==> src/rtl/serdes_pkg.sv <==
// Shared types and line-level constants for the serialiser/deserialiser lane.
package serdes_pkg;

  typedef enum logic {
    TX_IDLE,
    TX_SHIFT
  } tx_state_t;

  typedef enum logic {
    RX_IDLE,
    RX_SHIFT
  } rx_state_t;

  localparam logic START_BIT = 1'b1;
  localparam logic IDLE_LVL  = 1'b0;

endpackage

==> src/rtl/serdes_shreg.sv <==
// Bidirectional-order shift register: parallel load for PISO use, serial
// shift-in for SIPO use. bit_out is the next bit to leave in the chosen order.
module serdes_shreg
  import serdes_pkg::*;
#(
  parameter int W         = 8,
  parameter bit LSB_FIRST = 1'b1
) (
  input  logic         clk,
  input  logic         load,
  input  logic         shift,
  input  logic         d_in,
  input  logic [W-1:0] par_in,
  output logic         bit_out,
  output logic [W-1:0] par_out
);

  logic [W-1:0] sr;

  // Load a whole word or move one bit along in the configured order
  always_ff @(posedge clk) begin
    if (load) begin
      sr <= par_in;
    end else if (shift) begin
      if (LSB_FIRST) sr <= {d_in, sr[W-1:1]};
      else           sr <= {sr[W-2:0], d_in};
    end
  end

  assign bit_out = LSB_FIRST ? sr[0] : sr[W-1];
  assign par_out = sr;

endmodule

==> src/rtl/serdes_lane.sv <==
// Framed serial lane: start bit followed by DATA_W data bits, ready/valid on
// both parallel sides, selectable bit order, internal loopback and a sticky
// receive overrun flag.
module serdes_lane
  import serdes_pkg::*;
#(
  parameter int DATA_W    = 8,
  parameter bit LSB_FIRST = 1'b1
) (
  input  logic              clk,
  input  logic              rst,
  input  logic [DATA_W-1:0] tx_data,
  input  logic              tx_valid,
  output logic              tx_ready,
  output logic              ser_out,
  input  logic              ser_in,
  input  logic              loopback,
  output logic [DATA_W-1:0] rx_data,
  output logic              rx_valid,
  input  logic              rx_ready,
  output logic              rx_ovr,
  input  logic              ovr_clr
);

  localparam int CNT_W = $clog2(DATA_W + 1);
  localparam logic [CNT_W-1:0] CNT_LAST = CNT_W'(DATA_W);
  localparam logic [CNT_W-1:0] CNT_PEN  = CNT_W'(DATA_W - 1);

  tx_state_t         tx_state;
  logic [CNT_W-1:0]  tcnt;
  logic              tx_accept;
  logic              tx_shift;
  logic              tx_bit;
  logic [DATA_W-1:0] tx_par_unused;

  rx_state_t         rx_state;
  logic [CNT_W-1:0]  rcnt;
  logic              rb;
  logic              rx_shift;
  logic              rx_done;
  logic [DATA_W-1:0] rx_par;
  logic [DATA_W-1:0] rx_word;
  logic              rx_bit_unused;

  // The last data bit may overlap the next accept, so frames run back to back
  assign tx_ready  = (tx_state == TX_IDLE) | (tcnt == CNT_LAST);
  assign tx_accept = tx_valid & tx_ready;
  assign tx_shift  = (tx_state == TX_SHIFT) && (tcnt != CNT_LAST);

  serdes_shreg #(.W(DATA_W), .LSB_FIRST(LSB_FIRST)) u_tx_sr (
    .clk     (clk),
    .load    (tx_accept),
    .shift   (tx_shift),
    .d_in    (IDLE_LVL),
    .par_in  (tx_data),
    .bit_out (tx_bit),
    .par_out (tx_par_unused)
  );

  // TX FSM: start bit on accept, then one data bit per cycle, registered line
  always_ff @(posedge clk or posedge rst) begin
    if (rst) begin
      tx_state <= TX_IDLE;
      tcnt     <= '0;
      ser_out  <= IDLE_LVL;
    end else if (tx_accept) begin
      tx_state <= TX_SHIFT;
      tcnt     <= '0;
      ser_out  <= START_BIT;
    end else begin
      case (tx_state)
        TX_SHIFT: begin
          if (tcnt == CNT_LAST) begin
            tx_state <= TX_IDLE;
            tcnt     <= '0;
            ser_out  <= IDLE_LVL;
          end else begin
            tcnt    <= tcnt + CNT_W'(1);
            ser_out <= tx_bit;
          end
        end
        default: begin
          tx_state <= TX_IDLE;
          ser_out  <= IDLE_LVL;
        end
      endcase
    end
  end

  // Loopback taps the registered line so RX sees exactly what leaves the pin
  assign rb       = loopback ? ser_out : ser_in;
  assign rx_shift = (rx_state == RX_SHIFT);
  assign rx_done  = rx_shift && (rcnt == CNT_PEN);

  serdes_shreg #(.W(DATA_W), .LSB_FIRST(LSB_FIRST)) u_rx_sr (
    .clk     (clk),
    .load    (1'b0),
    .shift   (rx_shift),
    .d_in    (rb),
    .par_in  ({DATA_W{1'b0}}),
    .bit_out (rx_bit_unused),
    .par_out (rx_par)
  );

  // Completed word includes the bit being sampled on this edge
  assign rx_word = LSB_FIRST ? {rb, rx_par[DATA_W-1:1]}
                             : {rx_par[DATA_W-2:0], rb};

  // RX FSM: hunt for a start bit, then count DATA_W data bits
  always_ff @(posedge clk or posedge rst) begin
    if (rst) begin
      rx_state <= RX_IDLE;
      rcnt     <= '0;
    end else begin
      case (rx_state)
        RX_SHIFT: begin
          if (rcnt == CNT_PEN) begin
            rx_state <= RX_IDLE;
            rcnt     <= '0;
          end else begin
            rcnt <= rcnt + CNT_W'(1);
          end
        end
        default: begin
          if (rb == START_BIT) begin
            rx_state <= RX_SHIFT;
            rcnt     <= '0;
          end
        end
      endcase
    end
  end

  // Output holding register with drop-newest overrun and set-wins sticky flag
  always_ff @(posedge clk or posedge rst) begin
    if (rst) begin
      rx_data  <= '0;
      rx_valid <= 1'b0;
      rx_ovr   <= 1'b0;
    end else begin
      if (rx_done) begin
        if (!rx_valid || rx_ready) begin
          rx_data  <= rx_word;
          rx_valid <= 1'b1;
          if (ovr_clr) rx_ovr <= 1'b0;
        end else begin
          rx_ovr <= 1'b1;
        end
      end else begin
        if (rx_ready) rx_valid <= 1'b0;
        if (ovr_clr)  rx_ovr   <= 1'b0;
      end
    end
  end

endmodule
==> config.mk <==
export PLATFORM = sky130hd
export DESIGN_NAME = serdes_lane
export DESIGN_NICKNAME = d
export VERILOG_FILES = /design/src/rtl/serdes_pkg.sv /design/src/rtl/serdes_shreg.sv /design/src/rtl/serdes_lane.sv
export SDC_FILE = /design/constraint.sdc
export NUM_CORES = 1
export LEC_CHECK = 0
export ABC_AREA = 1
export CORE_MARGIN = 2
export CORE_UTILIZATION = 55
export CTS_CLUSTER_SIZE = 8
export DETAILED_ROUTE_END_ITERATION = 10
export PLACE_DENSITY = 0.84
export SLEW_MARGIN = 20
export SYNTH_ARGS = -nofsm -noshare
export SYNTH_HDL_FRONTEND = slang
export SYNTH_SLANG_ARGS = --single-unit
export TNS_END_PERCENT = 10
==> constraint.sdc <==
create_clock -name clk -period 4.38 [get_ports clk]
set_input_delay 0.438 -clock clk [delete_from_list [all_inputs] [get_ports clk]]
set_output_delay 0.438 -clock clk [all_outputs]
set_load 0.03 [all_outputs]
Word level (Yosys, flattened, before mapping)
Cells that the tools add are included.
{"block": "classes", "n_addsub": 2, "n_eq_ne": 4, "muxes": 24, "bitwise": 3, "n_reduce_logical": 10}
{"op": "2-to-1 mux 4 bit", "n": 6}
{"op": "2-to-1 mux 1 bit", "n": 16}
{"op": "2-to-1 mux 8 bit", "n": 2}
{"op": "adder 4 x 1 -> 4 bit, second input constant", "n": 2}
{"op": "nonzero test 2 bit", "n": 4}
{"op": "equality test 4 x 3 -> 1 bit, second input constant", "n": 1}
{"op": "equality test 4 bit, second input constant", "n": 1}
{"op": "inequality test 4 bit, second input constant", "n": 1}
{"op": "AND reduction 2 bit", "n": 2}
{"op": "logical AND 1 bit", "n": 2}
{"op": "inequality test 2 x 1 -> 1 bit, second input constant", "n": 1}
{"op": "AND 1 bit", "n": 1}
{"op": "zero test 1 bit", "n": 1}
{"op": "logical OR 1 bit", "n": 1}
{"op": "NOT 1 bit", "n": 1}
{"op": "bitwise OR 1 bit", "n": 1}
{"block": "word_totals", "register_bits": 37, "input_bits": 15, "out_inout_bits": 12, "wordCells": 53}

Longest topological paths before layout
{"block": "depth", "ltp_word": 4, "mapped_depth": 7, "ltp_nobuf": 7}

Modules after synthesis
A second synthesis with hierarchy kept.
{"block": "unflattened", "hier_cells": 186, "hier_area_um2": 1692.9}
{"mod": "serdes_lane", "n_inst": 1, "cells_per_inst": 114, "area_each_um2": 974.7, "seq_area_each_um2": 525.5}
{"mod": "serdes_shreg", "n_inst": 2, "cells_per_inst": 36, "area_each_um2": 359.1, "seq_area_each_um2": 240.2}

Worst setup path after synthesis
OpenSTA, ideal clock, no wires.
{"block": "synth_timing", "path_kind": "register to register", "startpoint": "register tcnt[0]", "endpoint": "register u_tx_sr.sr[0], in the netlist u_tx_sr.par_out[0], enable pin", "setup_ns": 0.332, "arrival_time_ns": 1.223, "required_ns": 4.048, "setup_slack_ns": 2.825, "stages_incl_launch_ff": 7, "n_path_buf": 1, "synth_period_minus_slack_ns": 1.555, "path_cell_list": "dfrtp_1 > inv_1 > ha_1 > nand3_1 > nand2_1 > buf_4 > nand2_1"}
{"block": "synth_between", "elab_chain_cells": 4, "word_cells_on_any_way": 6, "cone_classes": "eq/ne (2); bitwise (2); reduce/logical (2)"}
{"item": "start, declared", "line_no": "serdes_lane.sv:30", "source": "logic [CNT_W-1:0] tcnt;"}
{"item": "start signal, assigned", "line_no": "serdes_lane.sv:78", "source": "tcnt <= tcnt + CNT_W'(1);"}
{"item": "equality test 4 bit", "line_no": "serdes_lane.sv:46", "source": "assign tx_ready = (tx_state == TX_IDLE) | (tcnt == CNT_LAST);"}
{"item": "bitwise OR 1 bit", "line_no": "serdes_lane.sv:46"}
{"item": "via tx_ready", "line_no": "serdes_lane.sv:14", "source": "output logic tx_ready,"}
{"item": "AND 1 bit", "line_no": "serdes_lane.sv:47", "source": "assign tx_accept = tx_valid & tx_ready;"}
{"item": "nonzero test 2 bit (no line)"}
{"item": "end signal, assigned", "line_no": "serdes_shreg.sv:23", "source": "sr <= par_in;"}
{"item": "end signal, assigned", "line_no": "serdes_shreg.sv:25", "source": "if (LSB_FIRST) sr <= {d_in, sr[W-1:1]};"}
{"item": "end signal, assigned", "line_no": "serdes_shreg.sv:26", "source": "else sr <= {sr[W-2:0], d_in};"}
{"item": "end, declared", "line_no": "serdes_shreg.sv:18", "source": "logic [W-1:0] sr;"}
The timed path passes the listed nets, and every way through them passes these cells.
A chain may end at the register's enable or synchronous reset.

Final worst setup path
{"block": "layout_timing", "startpoint": "register tcnt[0]", "endpoint": "output tx_ready"}
{"block": "layout_between", "elab_chain_cells": 2}
{"item": "equality test 4 bit", "line_no": "serdes_lane.sv:46"}
{"item": "bitwise OR 1 bit", "line_no": "serdes_lane.sv:46"}
{"item": "end, declared", "line_no": "serdes_lane.sv:14"}
Every way passes these cells.

==> flow_metrics.env <==
export IMPL_grt_total_usage=0.207
export IMPL_ys_ff_latch=36
export IMPL_maxSlewHeadroom=0.455
export IMPL_placementRows=19
export IMPL_synthCells=153
export IMPL_crit_chain="inv_1 -> ha_1 -> nand3_1 -> nand2_1 -> clkdlybuf4s50_1"
export IMPL_portBuffers=26
export IMPL_powerDensity_mw_per_mm2=703
export IMPL_reg2reg_depth=5
export IMPL_maxSlewViolCount=0
export IMPL_synth_area_sq_mm=0.00152
export IMPL_pwr_share_seq=0.500
export IMPL_synthTopCellsByCount="nand2_1, dfrtp_1, nand3_1, edfxtp_1, inv_1"
export IMPL_async_flop_share=0.583
export IMPL_sw_frac_of_total=0.395
export IMPL_cts_setup_buffers=0
export IMPL_place_gp_congestion=0.834
export IMPL_start_kind="flip-flop"
export IMPL_die_x_um=56.6
export IMPL_remaining_drc_errors=0
export IMPL_vias_per_cell=5.41
export IMPL_worstPathMaxFanout=13
export IMPL_drv_cap=0
export IMPL_syn_nets=171
export IMPL_ioPinCount=27
export IMPL_syn_avg_cell_area_sq_um=9.93
export IMPL_ys_seq_area_frac=0.643
export IMPL_drtAntennaViolNets=0
export IMPL_regToRegSetupSlack_ns=2.61
export IMPL_clk_latency_ns=0.33
export IMPL_hold_ws_ns=0.465
export IMPL_hold_viol=0
export IMPL_dr_pass1_iters=5
export IMPL_fin_skew_ns=0.00558
export IMPL_criticalPathCategory="reg -> out"
export IMPL_core_sq_mm=0.00269
export IMPL_ys_warn_count=0
export IMPL_hold_path_class="reg -> reg"
export IMPL_root_buffer="clkbuf_4"
export IMPL_finalCritPeriodShare=0.596
export IMPL_cts_hold_buffers_added=0
export IMPL_p_switching_mw=0.516
export IMPL_cts_num_sinks=36
export IMPL_rr_endpoint="u_tx_sr.par_out[3]$_DFFE_PP_"
export IMPL_worst_pin_slew_ns=0.816
export IMPL_intPower_mw=0.792
export IMPL_grt_ovfl_total=0
export IMPL_synth_most_common_cell="nand2_1"
export IMPL_synthFlopType="dfrtp_1"
export IMPL_startpoint="tcnt[0]$_DFFE_PP0P_"
export IMPL_clock_fmax_mhz=383
export IMPL_clk_pin_slew_ns=0.10
export IMPL_cts_tree="done"
export IMPL_cts_htree_levels=2
export IMPL_synthTopCellsByArea="dfrtp_1, edfxtp_1, nand2_1"
export IMPL_crit_required_ns=3.94
export IMPL_wl_um=2910
export IMPL_area_growth_pct=22.5
export IMPL_ys_types=22
export IMPL_ir_drop_mv=0.528
export IMPL_numCtsBuffers=5
export IMPL_die_area_sq_mm=0.00320
export IMPL_cpPeakStageDelay_ns=0.75
export IMPL_cp_end_kind="output port"
export IMPL_final_setup_tns_ns=0
export IMPL_synth_top_cell_area_share=0.346
export IMPL_grt_max_degree=22
export IMPL_dp_hpwl_um=2070
export IMPL_clockPowerShare=0.139
export IMPL_dieHeight_um=56.6
export IMPL_cp_slowest_cell="clkdlybuf4s50_1"
export IMPL_cts_resized_gates=0
export IMPL_leakagePower_nw=0.880
export IMPL_grt_pass1_wl_um=4960
export IMPL_finalSetupViolations=0
export IMPL_synth_edf_count=15
export IMPL_finalNetCount=201
export IMPL_drive_above_1_share=0.0598
export IMPL_rsz0062_at_grt="false"
export IMPL_period_minus_slack_ns=2.61
export IMPL_vias=1164
export IMPL_initial_core_util=0.565
export IMPL_diodes=0
export IMPL_share_comb_of_total_power=0.361
export IMPL_post_drt_wl_per_cell_um=13.5
export IMPL_grt_pass1_vias=1181
export IMPL_cp_endpoint="tx_ready"
export IMPL_drt_iter0_drc=50
export IMPL_crit_arrival_ns=2.17
export IMPL_status="completed"
export IMPL_clockBufferDepth=2
export IMPL_rr_startpoint="tcnt[0]$_DFFE_PP0P_"
export IMPL_yosysTopAreaCell="dfrtp_1"
export IMPL_antenna_found_initial=0
## routing by layer
| metal | track usage | part of all wire |
|---|---|---|
| met1 | 0.236 | 0.42 |
| met2 | 0.354 | 0.49 |
| met3 | 0.0668 | 0.066 |
| met4 | 0.0884 | 0.022 |
| met5 | 0 | 0 |
## how the worst min path moves through the flow
stage                                      start                           end  cells past startpoint
floorplan                                    rst           rcnt[0]$_DFFE_PP0P_                      1
global placement    u_rx_sr.par_out[4]$_DFFE_PP_  u_rx_sr.par_out[3]$_DFFE_PP_                      0
detailed placement  u_rx_sr.par_out[3]$_DFFE_PP_  u_rx_sr.par_out[2]$_DFFE_PP_                      0
CTS                 u_rx_sr.par_out[4]$_DFFE_PP_  u_rx_sr.par_out[3]$_DFFE_PP_                      0
global route        u_rx_sr.par_out[3]$_DFFE_PP_  u_rx_sr.par_out[2]$_DFFE_PP_                      0
finish              u_rx_sr.par_out[3]$_DFFE_PP_  u_rx_sr.par_out[2]$_DFFE_PP_                      0
## state kept, by name (all words and copies together), names as in the netlist
name and flops:
tx_state 1, tcnt 4, rx_data 8, rx_ovr 1, u_tx_sr.par_out 8, ser_out 1, rx_shift 1, rcnt 4
rx_valid 1, u_rx_sr.par_out 7
## kinds of logic (layout without fill, tap and decap cells)
family | count (synthesis) | in the layout | share of synthesized area
fa+ha+maj | 3 | 3 | 0.0247
compound gates | 7 | 7 | 0.0255
flops | 36 | 36 | 0.643
simple gates | 89 | 89 | 0.256
buf+inv | 17 | 48 | 0.0453
xor+xnor | 1 | 1 | 0.00577
## cell usage in the layout, fill, tap and decap left out, types with 3 or more instances in the layout
master	n
inv_1	13
o21ai_0	4
edfxtp_1	15
nor2_1	6
clkbuf_4	5
ha_1	3
clkdlybuf4s50_1	26
dfrtp_1	21
nand2_1	56
nand3_1	20
## through the flow
step / instance area [sq um] / utilization / instances / worst slack (ns) / power (mW)
floorplan: 1520 / - / 153 / 2.82 / 0.951
global placement: 1800 / 0.671 / 207 / 2.21 / 1.09
detailed placement: 1800 / 0.671 / 207 / 2.16 / 1.13
CTS: 1860 / 0.693 / 215 / 1.78 / 1.31
global route: 1860 / 0.693 / 215 / 1.66 / 1.40
finish: 1860 / 0.693 / 215 / 1.77 / 1.31
## worst max-delay path, delay by kind of cell, from the launching register on
family | cells | cell delay (ns)
buf+inv | 2 | 0.83
flops | 1 | 0.45
simple gates | 2 | 0.42
fa+ha+maj | 1 | 0.15
## cell type report
cell class                      count  area, sq um
Clock buffer                        7         55.1
Clock inverter                      1         3.75
Fill cell                         201          826
Inverter                           14         52.6
Multi-Input combinational cell    100          474
Sequential cell                    36          976
Tap cell                           31         38.8
Timing Repair Buffer               26          260
## power groups by stage
stage	Clock, mW	Combinational [mW]	Sequential (mW)
2_1_floorplan	0	0.250	0.701
3_3_place_gp	0	0.453	0.641
3_5_place_dp	0	0.473	0.658
4_1_cts	0.185	0.474	0.653
5_1_grt	0.201	0.525	0.674
6_report	0.182	0.472	0.655
(Power assumes the default switching activity.)
